### src/rtl/mips_pkg.sv
// ============================================================================
//  Module      : mips_pkg
//  Description : Shared fetch-stage types: instruction field positions, reset
//                PC default, fetch FSM states and FIFO entry layout.
//  Revision    : 1.0 - initial release
// ============================================================================
`default_nettype none

package mips_pkg;

    localparam logic [31:0] c_RESET_PC_DEFAULT = 32'h0000_0000;

    localparam int c_OP_MSB    = 31;
    localparam int c_OP_LSB    = 26;
    localparam int c_FUNCT_MSB = 5;
    localparam int c_FUNCT_LSB = 0;

    typedef enum logic [1:0] {
        ST_RST   = 2'd0,
        ST_FETCH = 2'd1,
        ST_DROP  = 2'd2
    } fetch_state_t;

    typedef struct packed {
        logic [31:0] pc;
        logic [31:0] instr;
    } fetch_entry_t;

    function automatic logic [31:0] word_align(input logic [31:0] addr);
        return {addr[31:2], 2'b00};
    endfunction

endpackage

`default_nettype wire

### src/rtl/fetch_unit_if.sv
// ============================================================================
//  Module      : fetch_unit_if
//  Description : Instruction-memory, redirect and decode handshakes of the
//                fetch stage. master = fetch unit, slave = memory/decode side.
//  Revision    : 1.0 - initial release
// ============================================================================
`default_nettype none

interface fetch_unit_if;

    logic        imem_req;
    logic [31:0] imem_addr;
    logic        imem_ack;
    logic [31:0] imem_rdata;
    logic        redirect_valid;
    logic [31:0] redirect_pc;
    logic        instr_valid;
    logic        instr_ready;
    logic [31:0] instr;
    logic [31:0] instr_pc;
    logic [31:0] pc_plus4;
    logic [5:0]  op;
    logic [5:0]  funct;

    modport master (
        output imem_req, imem_addr,
        input  imem_ack, imem_rdata,
        input  redirect_valid, redirect_pc,
        output instr_valid, instr, instr_pc, pc_plus4, op, funct,
        input  instr_ready
    );

    modport slave (
        input  imem_req, imem_addr,
        output imem_ack, imem_rdata,
        output redirect_valid, redirect_pc,
        input  instr_valid, instr, instr_pc, pc_plus4, op, funct,
        output instr_ready
    );

endinterface

`default_nettype wire

### src/rtl/fetch_unit_fifo.sv
// ============================================================================
//  Module      : fetch_fifo
//  Description : Synchronous instruction buffer with push/pop/flush and a
//                registered head that holds its last value when empty.
//  Revision    : 1.0 - initial release
// ============================================================================
`default_nettype none

module fetch_fifo
    import mips_pkg::*;
#(
    parameter int DEPTH = 2
) (
    input  logic                     clk,
    input  logic                     reset,
    input  logic                     push,
    input  fetch_entry_t             push_data,
    input  logic                     pop,
    input  logic                     flush,
    output fetch_entry_t             head,
    output logic                     head_valid,
    output logic [$clog2(DEPTH):0]   count
);

    localparam int c_PTR_W = $clog2(DEPTH);
    localparam int c_CNT_W = c_PTR_W + 1;
    localparam logic [c_CNT_W-1:0] c_DEPTH_CNT = c_CNT_W'(DEPTH);
    localparam logic [c_CNT_W-1:0] c_ONE_CNT   = c_CNT_W'(1);

    fetch_entry_t        r_mem [DEPTH];
    fetch_entry_t        r_head;
    fetch_entry_t        w_head_next;
    logic [c_PTR_W-1:0]  r_rd_ptr;
    logic [c_PTR_W-1:0]  r_wr_ptr;
    logic [c_PTR_W-1:0]  w_rd_ptr_inc;
    logic [c_CNT_W-1:0]  r_count;
    logic                w_do_pop;
    logic                w_do_push;

    assign w_do_pop     = pop && (r_count != '0);
    assign w_do_push    = push && ((r_count < c_DEPTH_CNT) || w_do_pop);
    assign w_rd_ptr_inc = r_rd_ptr + 1'b1;

    // The head register always mirrors the oldest live entry after the edge.
    always_comb begin
        w_head_next = r_head;
        if (w_do_pop) begin
            if (r_count > c_ONE_CNT) begin
                w_head_next = r_mem[w_rd_ptr_inc];
            end else if (w_do_push) begin
                w_head_next = push_data;
            end
        end else if ((r_count == '0) && w_do_push) begin
            w_head_next = push_data;
        end
    end

    always_ff @(posedge clk) begin
        if (reset) begin
            r_rd_ptr <= '0;
            r_wr_ptr <= '0;
            r_count  <= '0;
            r_head   <= '0;
        end else if (flush) begin
            r_rd_ptr <= '0;
            r_wr_ptr <= '0;
            r_count  <= '0;
        end else begin
            if (w_do_push) begin
                r_wr_ptr <= r_wr_ptr + 1'b1;
            end
            if (w_do_pop) begin
                r_rd_ptr <= w_rd_ptr_inc;
            end
            if (w_do_push && !w_do_pop) begin
                r_count <= r_count + c_ONE_CNT;
            end else if (!w_do_push && w_do_pop) begin
                r_count <= r_count - c_ONE_CNT;
            end
            r_head <= w_head_next;
        end
    end

    always_ff @(posedge clk) begin
        if (w_do_push && !flush) begin
            r_mem[r_wr_ptr] <= push_data;
        end
    end

    assign head       = r_head;
    assign head_valid = (r_count != '0);
    assign count      = r_count;

endmodule

`default_nettype wire

### src/rtl/fetch_unit.sv
// ============================================================================
//  Module      : fetch_unit
//  Description : Instruction fetch stage: PC, imem req/ack, instruction FIFO
//                and redirect flush. Optional FETCH_STALL_CNT_EN adds stall_cnt.
//  Revision    : 1.0 - initial release
// ============================================================================
`default_nettype none

module fetch_unit
    import mips_pkg::*;
#(
    parameter logic [31:0] RESET_PC   = c_RESET_PC_DEFAULT,
    parameter int          FIFO_DEPTH = 2
) (
    input  logic               clk,
    input  logic               reset,
    fetch_unit_if.master       bus
`ifdef FETCH_STALL_CNT_EN
    ,
    output logic [31:0]        stall_cnt
`endif
);

    localparam int c_CNT_W = $clog2(FIFO_DEPTH) + 1;
    localparam logic [c_CNT_W-1:0] c_DEPTH_CNT = c_CNT_W'(FIFO_DEPTH);

    fetch_state_t        r_state;
    fetch_state_t        w_state_next;
    logic [31:0]         r_fetch_pc;
    logic [31:0]         r_drop_addr;
    logic                w_req;
    logic [31:0]         w_addr;
    logic                w_push;
    logic                w_accept;
    fetch_entry_t        w_push_data;
    fetch_entry_t        w_head;
    logic                w_head_valid;
    logic [c_CNT_W-1:0]  w_count;

    always_comb begin
        w_state_next = r_state;
        w_req        = 1'b0;
        w_addr       = r_fetch_pc;
        case (r_state)
            ST_RST: begin
                w_state_next = ST_FETCH;
            end
            ST_FETCH: begin
                w_req = (w_count < c_DEPTH_CNT);
                // A redirect with the read still in flight must wait out the ack.
                if (bus.redirect_valid && w_req && !bus.imem_ack) begin
                    w_state_next = ST_DROP;
                end
            end
            ST_DROP: begin
                w_req  = 1'b1;
                w_addr = r_drop_addr;
                if (bus.imem_ack) begin
                    w_state_next = ST_FETCH;
                end
            end
            default: begin
                w_state_next = ST_RST;
            end
        endcase
    end

    assign w_accept    = (r_state == ST_FETCH) && w_req && bus.imem_ack;
    assign w_push      = w_accept && !bus.redirect_valid;
    assign w_push_data = '{pc: r_fetch_pc, instr: bus.imem_rdata};

    always_ff @(posedge clk) begin
        if (reset) begin
            r_state     <= ST_RST;
            r_fetch_pc  <= RESET_PC;
            r_drop_addr <= RESET_PC;
        end else begin
            r_state <= w_state_next;
            if (bus.redirect_valid) begin
                r_fetch_pc <= word_align(bus.redirect_pc);
            end else if (w_accept) begin
                r_fetch_pc <= r_fetch_pc + 32'd4;
            end
            // Only consulted in DROP, so capturing on every FETCH cycle is enough.
            if (r_state == ST_FETCH) begin
                r_drop_addr <= r_fetch_pc;
            end
        end
    end

    fetch_fifo #(
        .DEPTH (FIFO_DEPTH)
    ) u_fifo (
        .clk        (clk),
        .reset      (reset),
        .push       (w_push),
        .push_data  (w_push_data),
        .pop        (bus.instr_ready),
        .flush      (bus.redirect_valid),
        .head       (w_head),
        .head_valid (w_head_valid),
        .count      (w_count)
    );

    assign bus.imem_req    = w_req;
    assign bus.imem_addr   = w_addr;
    assign bus.instr_valid = w_head_valid;
    assign bus.instr       = w_head.instr;
    assign bus.instr_pc    = w_head.pc;
    assign bus.pc_plus4    = w_head.pc + 32'd4;
    assign bus.op          = w_head.instr[c_OP_MSB:c_OP_LSB];
    assign bus.funct       = w_head.instr[c_FUNCT_MSB:c_FUNCT_LSB];

`ifdef FETCH_STALL_CNT_EN
    logic [31:0] r_stall_cnt;

    always_ff @(posedge clk) begin
        if (reset) begin
            r_stall_cnt <= '0;
        end else if (bus.instr_ready && !w_head_valid && (r_stall_cnt != '1)) begin
            r_stall_cnt <= r_stall_cnt + 32'd1;
        end
    end

    assign stall_cnt = r_stall_cnt;
`endif

endmodule

`default_nettype wire

### src/flat_wrapper.sv
// flat-port wrapper written by rule: the top's interface ports become plain ports
module fetch_unit_flat import mips_pkg::*;
#(
    parameter logic [31:0] RESET_PC   = c_RESET_PC_DEFAULT,
    parameter int          FIFO_DEPTH = 2
)
  (clk, reset, bus_imem_req, bus_imem_addr, bus_imem_ack, bus_imem_rdata, bus_redirect_valid, bus_redirect_pc, bus_instr_valid, bus_instr, bus_instr_pc, bus_pc_plus4, bus_op, bus_funct, bus_instr_ready);
  fetch_unit_if bus_i ();
  input  logic clk;
  input  logic reset;
  output wire logic [$bits(bus_i.imem_req)-1:0] bus_imem_req;
  output wire logic [$bits(bus_i.imem_addr)-1:0] bus_imem_addr;
  input wire logic [$bits(bus_i.imem_ack)-1:0] bus_imem_ack;
  input wire logic [$bits(bus_i.imem_rdata)-1:0] bus_imem_rdata;
  input wire logic [$bits(bus_i.redirect_valid)-1:0] bus_redirect_valid;
  input wire logic [$bits(bus_i.redirect_pc)-1:0] bus_redirect_pc;
  output wire logic [$bits(bus_i.instr_valid)-1:0] bus_instr_valid;
  output wire logic [$bits(bus_i.instr)-1:0] bus_instr;
  output wire logic [$bits(bus_i.instr_pc)-1:0] bus_instr_pc;
  output wire logic [$bits(bus_i.pc_plus4)-1:0] bus_pc_plus4;
  output wire logic [$bits(bus_i.op)-1:0] bus_op;
  output wire logic [$bits(bus_i.funct)-1:0] bus_funct;
  input wire logic [$bits(bus_i.instr_ready)-1:0] bus_instr_ready;
  assign bus_imem_req = bus_i.imem_req;
  assign bus_imem_addr = bus_i.imem_addr;
  assign bus_i.imem_ack = bus_imem_ack;
  assign bus_i.imem_rdata = bus_imem_rdata;
  assign bus_i.redirect_valid = bus_redirect_valid;
  assign bus_i.redirect_pc = bus_redirect_pc;
  assign bus_instr_valid = bus_i.instr_valid;
  assign bus_instr = bus_i.instr;
  assign bus_instr_pc = bus_i.instr_pc;
  assign bus_pc_plus4 = bus_i.pc_plus4;
  assign bus_op = bus_i.op;
  assign bus_funct = bus_i.funct;
  assign bus_i.instr_ready = bus_instr_ready;
  fetch_unit #(.RESET_PC(RESET_PC), .FIFO_DEPTH(FIFO_DEPTH)) u_core (.clk(clk), .reset(reset), .bus(bus_i));
endmodule
### config.mk
export PLATFORM = sky130hd
export DESIGN_NAME = fetch_unit_flat
export DESIGN_NICKNAME = d
export VERILOG_FILES = /design/src/rtl/mips_pkg.sv /design/src/rtl/fetch_unit_if.sv /design/src/rtl/fetch_unit_fifo.sv /design/src/rtl/fetch_unit.sv /design/src/flat_wrapper.sv
export SDC_FILE = /design/constraint.sdc
export NUM_CORES = 1
export LEC_CHECK = 0
export BUFFER_PORTS_ARGS = -buffer_cell sky130_fd_sc_hd__buf_2
export CAP_MARGIN = 30
export CORE_MARGIN = 1
export CORE_UTILIZATION = 50
export CTS_BUF_LIST = sky130_fd_sc_hd__clkbuf_8
export DETAILED_ROUTE_END_ITERATION = 8
export PLACE_DENSITY = 0.73
export SLEW_MARGIN = 20
export SYNTH_ARGS = -nofsm -noshare
export SYNTH_HDL_FRONTEND = slang
export SYNTH_SLANG_ARGS = --single-unit
export TNS_END_PERCENT = 5
### constraint.sdc
create_clock -name clk -period 5.9 [get_ports clk]
set_input_delay 1.18 -clock clk [delete_from_list [all_inputs] [get_ports clk]]
set_output_delay 1.18 -clock clk [all_outputs]
set_load 0.02 [all_outputs]
==> out/metrics.csv <==
stage,metric,value,unit
yosys,Post-Synth Simple-Gate Area,11.3,%
yosys,adder-cell area share of the yosys netlist,1.08,%
clock_tree,post-CTS sizing,0,
detailed_routing,vias per cell,5.87,
sta,actual slew at the worst max-slew pin,1.02,ns
layout,Filler cells,1962,
clock_tree,Post-CTS Setup Inserts,0,
yosys,share of the synthesized area in the top cell type,32.1,%
sta,final hold vios,0,
yosys,synthesized area,11600,µm²
clock_tree,Root Driver,clkbuf_8,
yosys,mux cell area share after synthesis,10.9,%
floorplanning,core area,22700,µm²
yosys,Synth area leader,edfxtp_1,
sta,"Slew Viols, Final",0,
job,max_cap viols,0,
setup_path,Most Frequent Cell on Critical Path,nand4_1,
detailed_routing,Initial DRT Pass Iterations,5,
clock_tree,CTS tree,yes,
placement,Port Buffers,202,
detailed_routing,DR vias,9079,
placement,gpl congestion,0.821,
yosys,number of synthesized flops with an enable pin,124,
clock_tree,Clock Tree Buf Depth,3,
layout,Layout Cells excl Fill,1546,
clock_tree,Worst-path clk slew,0.06,ns
grt,gr usage total,23.7,%
grt,first-pass GRT wire length,45.1,mm
yosys,largest family of logic cells by synthesized area,compound AO/OA/AOI/OAI gates,
sta,Final Skew,0.0240,ns
sta,Setup-failing EPs final,0,
yosys,Post-synth ARST share,0,%
sta,Worst slew margin,31.5,%
clock_tree,H-Tree Depth,2,
clock_tree,clk sinks,252,
yosys,Synth Area in Compound Gates,14.6,%
clock_tree,Worst-Skew Late Latency,0.54,ns
sta,Final Worst Setup Slack,2.20,ns
yosys,syn_area_per_cell,10.8,µm²
detailed_routing,DRC viols,0,
detailed_routing,antenna-violating nets left,0,
yosys,YS warnings,0,
setup_path,slowest CP cell,nor4_2,
sta,Tcrit/Tclk final,62.6,%
placement,post-placement setup slack,1.96,ns
clock_tree,hold_buf cts,0,
grt,vias in the first global route,8554,
setup_path,crit-path cells,nand4_1 -> nor4_2 -> nand4_1 -> xnor2_1 -> buf_2,
yosys,Post-synth top flop,dfxtp_1,
setup_path,"Req. time, crit path",4.72,ns
setup_path,WP data arrival,2.52,ns
placement,placed insts,1467,
floorplanning,Die ar.,23800,µm²
worst_hold_path,Hold Crit Class,reg2reg,
grt,grt total ovfl,0,
yosys,post-synth cell types,57,
floorplanning,Rows,55,
outcome,outcome,finished clean,
placement,Post-DP HPWL,17.8,mm
yosys,Gate Count Post-Synth,1069,
floorplanning,# IOs,211,
floorplanning,die span in y,154,µm
setup_path,Setup CP Type,reg2out,
floorplanning,initial core utilization,51.1,%
floorplanning,die width,154,µm
yosys,synth top area cells,"edfxtp_1, dfxtp_1, mux2i_1",
detailed_routing,initial detailed-routing violation count,573,
layout,Final Instance Area,13500,µm²
placement,Area after DPL,12700,µm²
yosys,sequential area share after synthesis,54.2,%
setup_path,crit path max fanout,8,
layout,layout cells sized above 1,26.0,%
power_and_ir_drop,Worst IR Drop VDD,0.000192,V
layout,Synth-to-Final Area Change,16.7,%
yosys,XOR/XNOR share of the synthesized area,2.95,%
setup_path,Crit path largest cell delay,0.66,ns
power_and_ir_drop,LEAKAGE,4.97,nW
setup_path,CP startpoint kind,flip-flop,
layout,nets@finish,1306,
setup_path,worst reg-to-reg setup slack,2.37,ns
power_and_ir_drop,Cell Pwr Density,313,nW/µm²
sta,unrepaired setup endpoints after global routing,no,
setup_path,Critical Path End Type,output port,
sta,Setup TNS Final,0,ns
grt,pin count of the biggest net entering global routing,87,
sta,final worst path period need,3.70,ns
grt,initial antenna violation count,0,
detailed_routing,DR WL/cell,18.6,µm
yosys,#FFs+latches synth,252,
sta,max frequency,271,MHz
clock_tree,CTS buffer count,43,
detailed_routing,Detailed Route WL,28.8,mm
layout,ant diodes,0,
-- cells by family (layout without fill, tap and decap cells) --
kind of cell | Yosys count | in the layout
compound gates | 253 | 253
xor+xnor | 39 | 39
fa+ha+maj | 10 | 10
buf+inv | 129 | 316
flops | 252 | 252
mux | 123 | 123
other cells | 1 | 6
simple gates | 262 | 262
-- worst max-delay path, delay by kind of cell, from the launching register on --
| kind | cells | cell delay [ns] |
|---|---|---|
| simple gates | 3 | 1.09 |
| xor+xnor | 1 | 0.20 |
| buf+inv | 1 | 0.19 |
| flops | 1 | 0.51 |
-- area by class of cell --
cell class	count	area [µm²]	area share, %
Clock buffer	50	688	5.09
Clock inverter	29	141	1.05
Inverter	17	63.8	0.472
Multi-Input combinational cell	693	4820	35.6
Sequential cell	252	6290	46.5
Tap cell	285	357	2.64
Timing Repair Buffer	220	1170	8.64
-- cells in the mapped netlist (all sizes together), types with 2 or more instances --
cell	n
nand2b	3
buf	33
nor4b	2
mux2	30
a211oi	16
xnor2	31
edfxtp	124
and3	8
nand3	24
ha	10
a21oi	69
o211ai	3
mux2i	93
o2111ai	62
clkbuf	79
a311oi	8
and4	11
nor2b	6
a221oi	3
inv	17
or4	6
nor4bb	2
nor3b	2
or2	2
nor2	68
and2	5
o2111a	2
nor4	9
o21ai	68
nand4	18
nor3	5
nand2	87
xor2	8
a2bb2oi	2
a311o	3
o31a	2
dfxtp	128
or3	3
a2111oi	5
o31ai	5
a21o	3
-- flip-flops by register name, summed over array words and instances, names as in the netlist --
signal and cells:
u_core.u_fifo.r_wr_ptr 1, u_core.u_fifo.count 2, u_core.u_fifo.r_mem 124, u_core.r_drop_addr 30, u_core.r_fetch_pc 30, u_core.u_fifo.r_rd_ptr 1, u_core.r_state 2, u_core.u_fifo.head 62
-- worst paths after layout --
path	start	endpoint	depth (start not counted)
worst min-delay path	u_core.u_fifo.head[24]$_SDFFE_PP0P_	u_core.u_fifo.head[24]$_SDFFE_PP0P_	2
worst max-delay path	u_core.u_fifo.head[48]$_SDFFE_PP0P_	bus_pc_plus4[31]	5
worst max register to register	u_core.u_fifo.count[1]$_SDFFE_PP0P_	u_core.u_fifo.r_mem[0][29]$_DFFE_PP_	7
worst min register to register	u_core.u_fifo.head[24]$_SDFFE_PP0P_	u_core.u_fifo.head[24]$_SDFFE_PP0P_	2
-- routing by layer --
metal	vias up	share of wire, %	track usage [%]
li1	4311	-	-
met1	4386	45	31.8
met2	339	47	39.1
met3	43	6.8	4.76
met4	0	1.9	6.55
met5	-	0	0
-- per-stage QoR --
stage	total power, mW	hold WS, ns	utilization (%)
final	4.23	0.471	59.6
after global routing	4.41	0.493	59.6
after CTS	4.26	0.473	59.5
after detailed placement	2.76	0.465	55.9
after global placement	2.75	0.460	55.8
after floorplan	2.56	0.420	-
-- cells in the final DEF (no fill, tap or decap), types with 5 or more instances in the layout --
cell type  synthesis  routed
a211oi_1          16      16
a21oi_1           69      68
a311oi_1           8       8
and3_1             8       8
and4_1            11      11
buf_2              6     201
buf_4             19      18
clkbuf_8           0      50
clkinv_1           0       7
clkinv_2           0       5
conb_1             1       6
dfxtp_1          128     127
edfxtp_1         124     124
ha_1              10       9
inv_1             17      33
mux2_2            30      30
mux2i_1           93      93
nand2_1           87      87
nand3_1           23      23
nand4_1           17      17
nor2_1            68      67
nor2b_1            5       5
nor3_1             5       5
nor4_2             3       5
o2111ai_1         62      62
o21ai_0           68      68
or4_1              5       5
xnor2_1           31      31
xor2_1             8       8
-- where the power goes --
group | switching, mW | internal [mW]
logic | 0.443 | 0.257
clock network | 0.685 | 0.814
registers | 0.0886 | 1.94
total | 1.22 | 3.01
No activity file was read; power rests on OpenSTA's default activity.
